**config.mk**
```make
export PLATFORM = sky130hd
export DESIGN_NAME = liga_desliga_ctrl
export DESIGN_NICKNAME = d
export VERILOG_FILES = /design/src/rtl/liga_pkg.sv /design/src/rtl/debounce.sv /design/src/rtl/liga_desliga_ctrl.sv
export SDC_FILE = /design/constraint.sdc
export NUM_CORES = 1
export LEC_CHECK = 0
export ABC_AREA = 1
export ABC_CLOCK_PERIOD_IN_PS = 2000
export CAP_MARGIN = 25
export CORE_MARGIN = 3
export CORE_UTILIZATION = 35
export DETAILED_ROUTE_END_ITERATION = 8
export PLACE_DENSITY_LB_ADDON = 0.25
export SETUP_SLACK_MARGIN = 0.05
export SKIP_LAST_GASP = 1
export SLEW_MARGIN = 15
export SYNTH_ARGS = -nofsm -noshare
export SYNTH_HDL_FRONTEND = slang
export SYNTH_SLANG_ARGS = --single-unit
```
**constraint.sdc**
```tcl
create_clock -name clk -period 2 [get_ports clk]
set_input_delay 0.3 -clock clk [delete_from_list [all_inputs] [get_ports clk]]
set_output_delay 0.3 -clock clk [all_outputs]
set_load 0.05 [all_outputs]
```
**src/rtl/liga_pkg.sv**
```systemverilog
// Shared types and default constants for the liga/desliga controller.
// LIGA_ERR_BLINK_EN (optional) makes Red blink while in FAULT.
package liga_pkg;

  typedef enum logic [2:0] {
    S_OFF   = 3'd0,
    S_START = 3'd1,
    S_RUN   = 3'd2,
    S_HOLD  = 3'd3,
    S_FAULT = 3'd4
  } state_e;

  localparam int DEB_CYCLES   = 16;
  localparam int START_CYCLES = 50;
  localparam int BLINK_CYCLES = 1 << 22;

endpackage

```
**src/rtl/debounce.sv**
```systemverilog
// Two-flop synchroniser followed by a consecutive-mismatch debouncer.
// Output flips after DEB_CYCLES cycles of steady disagreement.
module debounce #(
  parameter int DEB_CYCLES = 16
) (
  input  logic clk,
  input  logic rst,
  input  logic din,
  output logic dout
);

  localparam int CW = $clog2(DEB_CYCLES + 1);

  logic [1:0]    sync_q, sync_d;
  logic          deb_q, deb_d;
  logic [CW-1:0] cnt_q, cnt_d;

  always_comb begin
    sync_d = {sync_q[0], din};
    deb_d  = deb_q;
    cnt_d  = '0;
    if (sync_q[1] != deb_q) begin
      if (cnt_q == CW'(DEB_CYCLES - 1))
        deb_d = sync_q[1];
      else
        cnt_d = cnt_q + 1'b1;
    end
  end

  always_ff @(posedge clk or posedge rst) begin
    if (rst) begin
      sync_q <= '0;
      deb_q  <= 1'b0;
      cnt_q  <= '0;
    end else begin
      sync_q <= sync_d;
      deb_q  <= deb_d;
      cnt_q  <= cnt_d;
    end
  end

  assign dout = deb_q;

endmodule

```
**src/rtl/liga_desliga_ctrl.sv**
```systemverilog
// On/off sequencer: debounced L/B/Pre drive OFF/START/RUN/HOLD/FAULT.
// Optional macro LIGA_ERR_BLINK_EN blinks Red while in FAULT.
module liga_desliga_ctrl #(
  parameter int DEB_CYCLES   = liga_pkg::DEB_CYCLES,
  parameter int START_CYCLES = liga_pkg::START_CYCLES,
  parameter int FCNT_W       = 8
) (
  input  logic              clk,
  input  logic              rst,
  input  logic              L,
  input  logic              B,
  input  logic              Pre,
  output logic              Liga,
  output logic              Gre,
  output logic              Red,
  output logic              DigOff,
  output logic              Erro,
  output logic [2:0]        State,
  output logic [FCNT_W-1:0] FaultCnt
);

  import liga_pkg::*;

  localparam int TW = $clog2(START_CYCLES + 1);

  logic ld, bd, pd;

  debounce #(.DEB_CYCLES(DEB_CYCLES)) u_deb_l (
    .clk(clk), .rst(rst), .din(L), .dout(ld)
  );
  debounce #(.DEB_CYCLES(DEB_CYCLES)) u_deb_b (
    .clk(clk), .rst(rst), .din(B), .dout(bd)
  );
  debounce #(.DEB_CYCLES(DEB_CYCLES)) u_deb_p (
    .clk(clk), .rst(rst), .din(Pre), .dout(pd)
  );

  state_e            state_q, state_d;
  logic [TW-1:0]     timer_q, timer_d;
  logic [FCNT_W-1:0] fcnt_q, fcnt_d;
  logic              fault_entry;
  logic              red_fault;

  always_comb begin
    state_d = state_q;
    timer_d = timer_q;
    if (state_q == S_FAULT) begin
      if (!ld && !pd)
        state_d = S_OFF;
    end else if (!ld) begin
      state_d = S_OFF;
    end else if (pd) begin
      state_d = S_FAULT;
    end else if (bd) begin
      state_d = S_HOLD;
    end else begin
      case (state_q)
        S_OFF, S_HOLD: begin
          state_d = S_START;
          timer_d = TW'(START_CYCLES - 1);
        end
        S_START: begin
          if (timer_q == '0)
            state_d = S_RUN;
          else
            timer_d = timer_q - 1'b1;
        end
        default: state_d = state_q;
      endcase
    end
  end

  assign fault_entry = (state_d == S_FAULT) && (state_q != S_FAULT);

  always_comb begin
    fcnt_d = fcnt_q;
    if (fault_entry && (fcnt_q != '1))
      fcnt_d = fcnt_q + 1'b1;
  end

  always_ff @(posedge clk or posedge rst) begin
    if (rst) begin
      state_q <= S_OFF;
      timer_q <= '0;
      fcnt_q  <= '0;
    end else begin
      state_q <= state_d;
      timer_q <= timer_d;
      fcnt_q  <= fcnt_d;
    end
  end

`ifdef LIGA_ERR_BLINK_EN
  // Top bit flips every BLINK_CYCLES; zero on entry gives Red=1 first.
  localparam int BW = $clog2(BLINK_CYCLES) + 1;

  logic [BW-1:0] blink_q, blink_d;

  always_comb begin
    blink_d = blink_q + 1'b1;
    if (fault_entry)
      blink_d = '0;
  end

  always_ff @(posedge clk or posedge rst) begin
    if (rst)
      blink_q <= '0;
    else
      blink_q <= blink_d;
  end

  assign red_fault = ~blink_q[BW-1];
`else
  assign red_fault = 1'b1;
`endif

  always_comb begin
    Liga   = 1'b0;
    Gre    = 1'b0;
    Red    = 1'b0;
    DigOff = 1'b0;
    Erro   = 1'b0;
    case (state_q)
      S_OFF:   DigOff = 1'b1;
      S_START: Gre = 1'b1;
      S_RUN: begin
        Liga = 1'b1;
        Gre  = 1'b1;
      end
      S_HOLD:  Red = 1'b1;
      S_FAULT: begin
        Red  = red_fault;
        Erro = 1'b1;
      end
      default: DigOff = 1'b1;
    endcase
  end

  assign State    = state_q;
  assign FaultCnt = fcnt_q;

endmodule
```
Word-level counts from Yosys, hierarchy flattened
Cells that the tools add are included.

word-level totals
  register bits after elaboration = 41
  input bits = 5
  output and inout port bits = 16
  word-level logic and storage cells = 70

operators by class
  add/sub/neg operators = 5
  equality and inequality tests = 14
  mux-type cells = 20
  bitwise operators = 3
  reduce and logical (&&, ||, !) cells = 16

operator list
  cell                 count
  $mux 5               6
  $mux 3               6
  $add 5x1->5 const B  3
  $eq 5x4->1 const B   3
  $pmux 6 s2           1
  $add 8x1->8 const B  1
  $ne 8x8->1 const B   1
  $eq 3x2->1 const B   2
  $eq 3x3->1 const B   2
  $logic_not 6->1      1
  $mux 6               1
  $pmux 3 s2           1
  $reduce_and 2->1     3
  $reduce_and 6->1     1
  $reduce_or 2->1      3
  $sub 6x1->6 const B  1
  $mux 1               5
  $reduce_or 4->1      1
  $eq 3x1->1 const B   1
  $logic_and 1x1->1    3
  $logic_not 3->1      1
  $ne 1x1->1           3
  $ne 3x3->1 const B   1
  $not 1->1            3
  3 further kinds      4

Longest topological paths before layout
Gate-level depths: netlist (run 1).

  word-level depth = 10
  gate-level depth with buffers = 8
  mapped depth without buffers = 8

Modules after synthesis
A second synthesis (run 1) with hierarchy kept.

unflattened totals
  cell total of the unflattened synthesis = 270
  area total of the unflattened synthesis = 2075.7 um2

modules (own cells, without submodules)
  module             times used  cells an instance  area each (um2)  seq. area each (um2)
  liga_desliga_ctrl  1           162                1096.1           425.4
  debounce           3           36                 326.6            200.2

Least setup slack after synthesis (run 1)
Ideal clock, no wire load.

  path type = register -> output
  start = register state_q[1], in the netlist State[1]
  end = output Gre
  data arrival time = 2.037 ns
  data required time = 1.700 ns
  slack = -0.337 ns
  stages on the path, launching flop included = 3
  path buffers = 0
  path through = dfrtp_1 nand2_1 o21ai_0

between the ends
  cells in the longest elaborated chain, start to end = 3
  elaborated cells on any way between the ends = 4
  those cells by class = 2 x eq/ne; 1 x mux; 1 x reduce/logical

ends and longest elaborated chain
  item                                             RTL line                  text
  start, declared                                  liga_desliga_ctrl.sv:38   state_e state_q, state_d;
  start signal, assigned                           liga_desliga_ctrl.sv:87   state_q <= state_d;
  $eq 3x2->1 / $eq 3x1->1 (equally long branches)  liga_desliga_ctrl.sv:123  case (state_q)
  $reduce_or 2->1 (no line) *                      n/a
  $mux 1 *                                         liga_desliga_ctrl.sv:123
  end, declared                                    liga_desliga_ctrl.sv:14   output logic Gre,

Every way passes the cells marked *; elsewhere a longest branch is shown, timed or not.

Worst setup path in the final report (run 1)
  start = register fcnt_q[6], in the netlist FaultCnt[6]
  end = output FaultCnt[6]

RTL lines
  item                    RTL line                 text
  start, declared         liga_desliga_ctrl.sv:40  logic [FCNT_W-1:0] fcnt_q, fcnt_d;
  start signal, assigned  liga_desliga_ctrl.sv:89  fcnt_q <= fcnt_d;
  end, declared           liga_desliga_ctrl.sv:19  output logic [FCNT_W-1:0] FaultCnt

No word-level cell between the ends.

==> results of run 1 <==
## cell families after synthesis
logic type      Yosys count  synth area share (%)
compound gates           13                  3.74
xor+xnor                 11                  4.73
fa+ha+maj                 5                  3.07
buf+inv                  32                  6.38
flops                    41                  50.3
simple gates            146                  31.7
## final cells by class
| class | count | area, µm² |
|---|---|---|
| Fill cell | 570 | 3080 |
| Sequential cell | 41 | 1030 |
| Multi-Input combinational cell | 175 | 893 |
| Timing Repair Buffer | 22 | 275 |
| Inverter | 28 | 105 |
| Clock buffer | 7 | 96.3 |
| Tap cell | 72 | 90.1 |
| Clock inverter | 1 | 5.00 |
## path summary, 6_finish.rpt
check	slack [ps]	end	cells past startpoint
max reg2reg	440	timer_q[5]	8
max in group asynchronous	1220	u_deb_l.dout	3
min	290	u_deb_l.sync_q[0]	2
min in group clk	350	u_deb_p.sync_q[1]	0
max	140	FaultCnt[6]	1
min reg2reg	350	u_deb_p.sync_q[1]	0
## power by group through the flow
stage                     clock network (mW)  registers (mW)  logic [mW]
after global routing                   0.635           0.867      0.0852
after floorplan                            0           0.878      0.0503
after detailed placement                   0           0.881      0.0739
after CTS                              0.600           0.865      0.0743
final                                  0.578           0.865      0.0718
after global placement                     0           0.880      0.0733
## sequential cells by signal (all words and copies together), names as in the netlist
name,flops
timer_q,6
FaultCnt,8
u_deb_l.dout,1
u_deb_b.dout,1
u_deb_p.cnt_q,5
u_deb_b.cnt_q,5
State,3
u_deb_l.cnt_q,5
u_deb_p.dout,1
u_deb_p.sync_q,2
u_deb_b.sync_q,2
u_deb_l.sync_q,2
## through the flow
stage,instance area (µm²),power [mW],hold slack [ps],util [%]
after floorplan,2050,0.928,331,-
after global placement,2390,0.953,332,42.8
after detailed placement,2390,0.955,336,42.8
after CTS,2490,1.54,297,44.6
after global routing,2490,1.59,338,44.7
final,2490,1.51,291,44.7
## metal layers
layer | part of all wire (%) | wire (µm)
met1 | 50 | 1770
met5 | 0 | 0
met2 | 45 | 1610
met3 | 3.5 | 125
met4 | 1.5 | 54
## layout by cell type, fill, tap and decap left out, drive strengths merged, types with 4 or more instances in the layout
| master | n |
|---|---|
| nand2 | 77 |
| dfrtp | 41 |
| nor2 | 35 |
| inv | 28 |
| nand3 | 17 |
| clkdlybuf4s50 | 12 |
| buf | 9 |
| xor2 | 8 |
| clkbuf | 7 |
| a21oi | 7 |
| o21ai | 6 |
| nand4 | 5 |
| ha | 5 |
| nor3 | 4 |
## timing repair
action	4_1_cts	5_1_grt
setup endpoints to repair	0	2
resized for setup	0	1
endpoints found under the hold margin	0	0
==> out/qor.csv, run 1 <==
metric,value,unit
gr-usage-met3,3.80,%
dieArea,6770,µm²
dieHeight,82.3,µm
dp_cells,338,
worstSetupStartpoint,FaultCnt[6],
max_stage_delay,840,ps
cts_root_buf,clkbuf_8,
clockBufferDepth,2,
synth_seq_cells,41,
setup_viol,0,
worst_path_max_delay_cell,clkdlybuf4s50_1,
syn_inst,248,
switching_share,21.2,%
viasPerCell,4.49,
endpoint_kind,output port,
crit_chain,clkdlybuf4s50_1,
nNetsFinal,283,
synth_common_cells,"76 x nand2_1, 41 x dfrtp_1, 33 x nor2_1",
drive_above_1_share,9.85,%
synth_edf_count,0,
fin_setup_tns,0,ps
grt_pass1_vias,1457,
grt_overflow_total,0,
postCtsSetupRepairBufs,0,
first_pass_iters,4,
yosysTopAreaCellShare,50.3,%
path_buf_inv,1,
antenna_found_initial,0,
final_cells,346,
cts.clk_slew.worst_paths,70,ps
drc_errors,0,
dp_hpwl,2730,µm
synth_nets,258,
min_period,1860,ps
use_met1,16.0,%
clock_latency,290,ps
grt-busiest-layer,met2,
powerDensity,608,nW/µm²
pin_count,21,
ctsHoldBuffers,0,
p_sw,0.321,mW
syn2layout_area_growth,22.2,%
diodes,0,
fmax,538,MHz
cts_max_level,2,
pre_cts_ws,397,ps
yosysUniqueCellTypes,26,
rsz0062_at_grt,yes,
port_buffers,20,
grt_pass1_wl,6450,µm
required,1700,ps
yosys.area.top_type,dfrtp_1,
power_frac_comb,4.7,%
synth.most_common_cell,nand2_1,
intPower,1.19,mW
coreArea,5570,µm²
routed_wl,3560,µm
syn-cell-area,2040,µm²
synthArstFlopShare,100,%
cp.arrival,1560,ps
slew_violations,0,
grt_use_met2,19.3,%
seq_area_frac_synth,50.3,%
fin_skew,5.43,ps
ant_nets,0,
crit_type,flip-flop to output port,
fp-row-count,27,
tightest_slew,507,ps
p_clk_share,38.2,%
synth_area_per_cell,8.22,µm²
synth_ff_type,dfrtp_1,
fin_crit_sh,92.9,%
cts_tree,yes,
vias,1552,
yosys-top-cells-area,"dfrtp_1 50%, nand2_1 14%, nor2_1 6.1%",
cts_buffers,5,
relSlewSlack,66.1,%
seqPwrFrac,57.1,%
gp_routability_congestion,0.810,
drt_iter0_drc,95,
cap_violations,0,
hp-class,primary input to asynchronous set/reset pin,
initial_core_util,36.6,%
rr_startpoint,timer_q[0],
ir_drop,395,µV
wl_per_cell,10.3,µm
hold_viol_final,0,
fp.dieW,82.3,µm
path_max_fanout,6,
grtUsageTotal,12.4,%
cts.sinks,41,
setup_ws,143,ps
start_kind,flip-flop,
p_leak,1.24,nW
path_delay_family,buffers and inverters,
grt_max_degree,34,
run_status,"complete, no violations",
synth_warnings,0,
Power figures use the tool's default switching activity.
==> run 2: changes to the inputs <==
--- a/config.mk
+++ b/config.mk
@@ -14,7 +14,6 @@
 export PLACE_DENSITY_LB_ADDON = 0.25
 export SETUP_SLACK_MARGIN = 0.05
 export SKIP_LAST_GASP = 1
-export SLEW_MARGIN = 15
 export SYNTH_ARGS = -nofsm -noshare
 export SYNTH_HDL_FRONTEND = slang
 export SYNTH_SLANG_ARGS = --single-unit
==> results of run 2 <==
The final DEF is identical to that of run 1; final timing and power are the same.
==> RTL edit, RTL diff (flow settings as in run 1) <==
The option `LIGA_ERR_BLINK_EN` is turned on by a define.
--- a/src/rtl/liga_desliga_ctrl.sv
+++ b/src/rtl/liga_desliga_ctrl.sv
@@ -1,5 +1,7 @@
 // On/off sequencer: debounced L/B/Pre drive OFF/START/RUN/HOLD/FAULT.
 // Optional macro LIGA_ERR_BLINK_EN blinks Red while in FAULT.
+`define LIGA_ERR_BLINK_EN
+
 module liga_desliga_ctrl #(
   parameter int DEB_CYCLES   = liga_pkg::DEB_CYCLES,
   parameter int START_CYCLES = liga_pkg::START_CYCLES,
Function: same outputs for any inputs over 10 cycles, from zero or initial values and one cycle with rst high; that may be too few to reach the edited logic, so the function may still have changed.
==> RTL edit against run 1 <==
- non-clock buffer count is 1 higher
- routed wire length up 66%
- cell area is 53% higher
- maximum frequency fell by 0.52%
- sequential cell count is 23 higher
- total power rose by 68%
- first-iteration DRC count down 28%
- largest power group unchanged
- worst setup slack got worse by 0.0098 ns
- area after synthesis increased by 58%
==> RTL edit: results <==
group,metric,value,unit
logic_synthesis,synth-compound-area-share,0.05177,
final_layout,layout-drive-gt1-share,0.1324,
timing,max_slew_margin,0.6619,
worst_setup_path,arrival,1.57,ns
timing,skew,0.01092,ns
logic_synthesis,synth.distinct_cells,31,
placement,placed_cell_area,0.003603,mm²
logic_synthesis,ys_top_cells_by_area,"dfrtp_1 (50%), nand2_1 (11%), nor2_1 (6.7%), inv_1 (4.6%), xor2_1 (3.8%)",
logic_synthesis,synthXorXnorAreaFrac,0.05450,
clock_network,insertion_delay,0.34,ns
global_route,grt_pass1_wl,10630,µm
logic_synthesis,seq_area_frac_synth,0.4982,
detailed_routing,num_vias,2480,
pwr,clkPwrFrac,0.442,
pwr,p_switching,546.1,µW
placement,gp_congestion,0.7799,
clock_network,cts-htree-levels,3,
pwr,leakagePower,0.002007,µW
worst_setup_path,crit_start,"FaultCnt[0]",
global_route,grt_use_total,0.1300,
placement,io_buffers,20,
global_route,grt_max_degree,28,
outcome,outcome,"finished clean",
logic_synthesis,synth.top_cells.by_count,"nand2_1 (98), dfrtp_1 (64), nor2_1 (57), inv_1 (39), nand3_1 (21)",
logic_synthesis,synth-adder-area-share,0.02336,
detailed_routing,routed_wl,5907,µm
global_route,grt_pass1_vias,2441,
pwr,ir_drop,428.7,µV
worst_setup_path,critPathSlowestCell,"clkdlybuf4s50_1",
worst_setup_path,worstPathMaxFanout,4,
final_layout,final_net_count,429,
logic_synthesis,synth_nets,397,
pwr,pg_comb,83.0,µW
worst_setup_path,r2r_cells,9,
logic_synthesis,synthMuxAreaShare,0,
detailed_routing,drtIter0Drc,68,
final_layout,top_register,"blink_q",
worst_setup_path,max_stage_delay,0.82,ns
final_layout,largest_reg_flops,23,
placement,hpwlAfterDp,4348,µm
logic_synthesis,synthArstFlopShare,1.000,
final_layout,fillers,869,
clock_network,cts_made_buffers,9,
RTL edit: what timing repair did:
item / CTS / global route
setup buffers: 0 / 0
endpoints found under the setup margin: 0 / 5
gates resized for setup: 0 / 5
RTL edit: stage by stage:
stage / worst slack [ns] / instances / power [µW] / hold slack [ns]
floorplan: 0.1019 / 386 / 1406 / 0.3312
global placement: 0.4481 / 515 / 1440 / 0.3322
detailed placement: 0.4471 / 515 / 1442 / 0.3365
CTS: 0.05862 / 531 / 2591 / 0.2975
global route: 0.05868 / 531 / 2651 / 0.3279
finish: 0.1331 / 531 / 2537 / 0.2982
RTL edit: final timing paths:
path	slack [ns]	endpoint
setup / recovery	0.13	FaultCnt[0]
hold / removal	0.30	blink_q[8]
setup reg to reg	0.50	timer_q[3]
hold reg to reg	0.35	u_deb_p.sync_q[1]
max in group asynchronous	1.18	u_deb_p.sync_q[0]
min in group clk	0.35	u_deb_p.sync_q[1]
RTL edit: final cells by class:
class                           count  area, µm²  area share
Sequential cell                    64       1602      0.4198
Multi-Input combinational cell    275       1435      0.3762
Timing Repair Buffer               23      270.3     0.07084
Inverter                           45      173.9     0.04559
Clock buffer                       13      158.9     0.04165
Tap cell                          108      135.1     0.03542
Clock inverter                      3      40.04     0.01050
RTL edit: logic make-up after synthesis:
logic type	after synthesis
flops	64
simple gates	216
xor+xnor	20
buf+inv	47
fa+ha+maj	6
compound gates	33
RTL edit: per-layer routing:
layer / GRT usage / wire [µm] / up-vias
met5: 0 / 0 / -
met3: 0.03754 / 182 / 9
met4: 0.06054 / 131 / 0
met1: 0.1608 / 2838 / 1159
met2: 0.2108 / 2754 / 29
li1: - / - / 1283
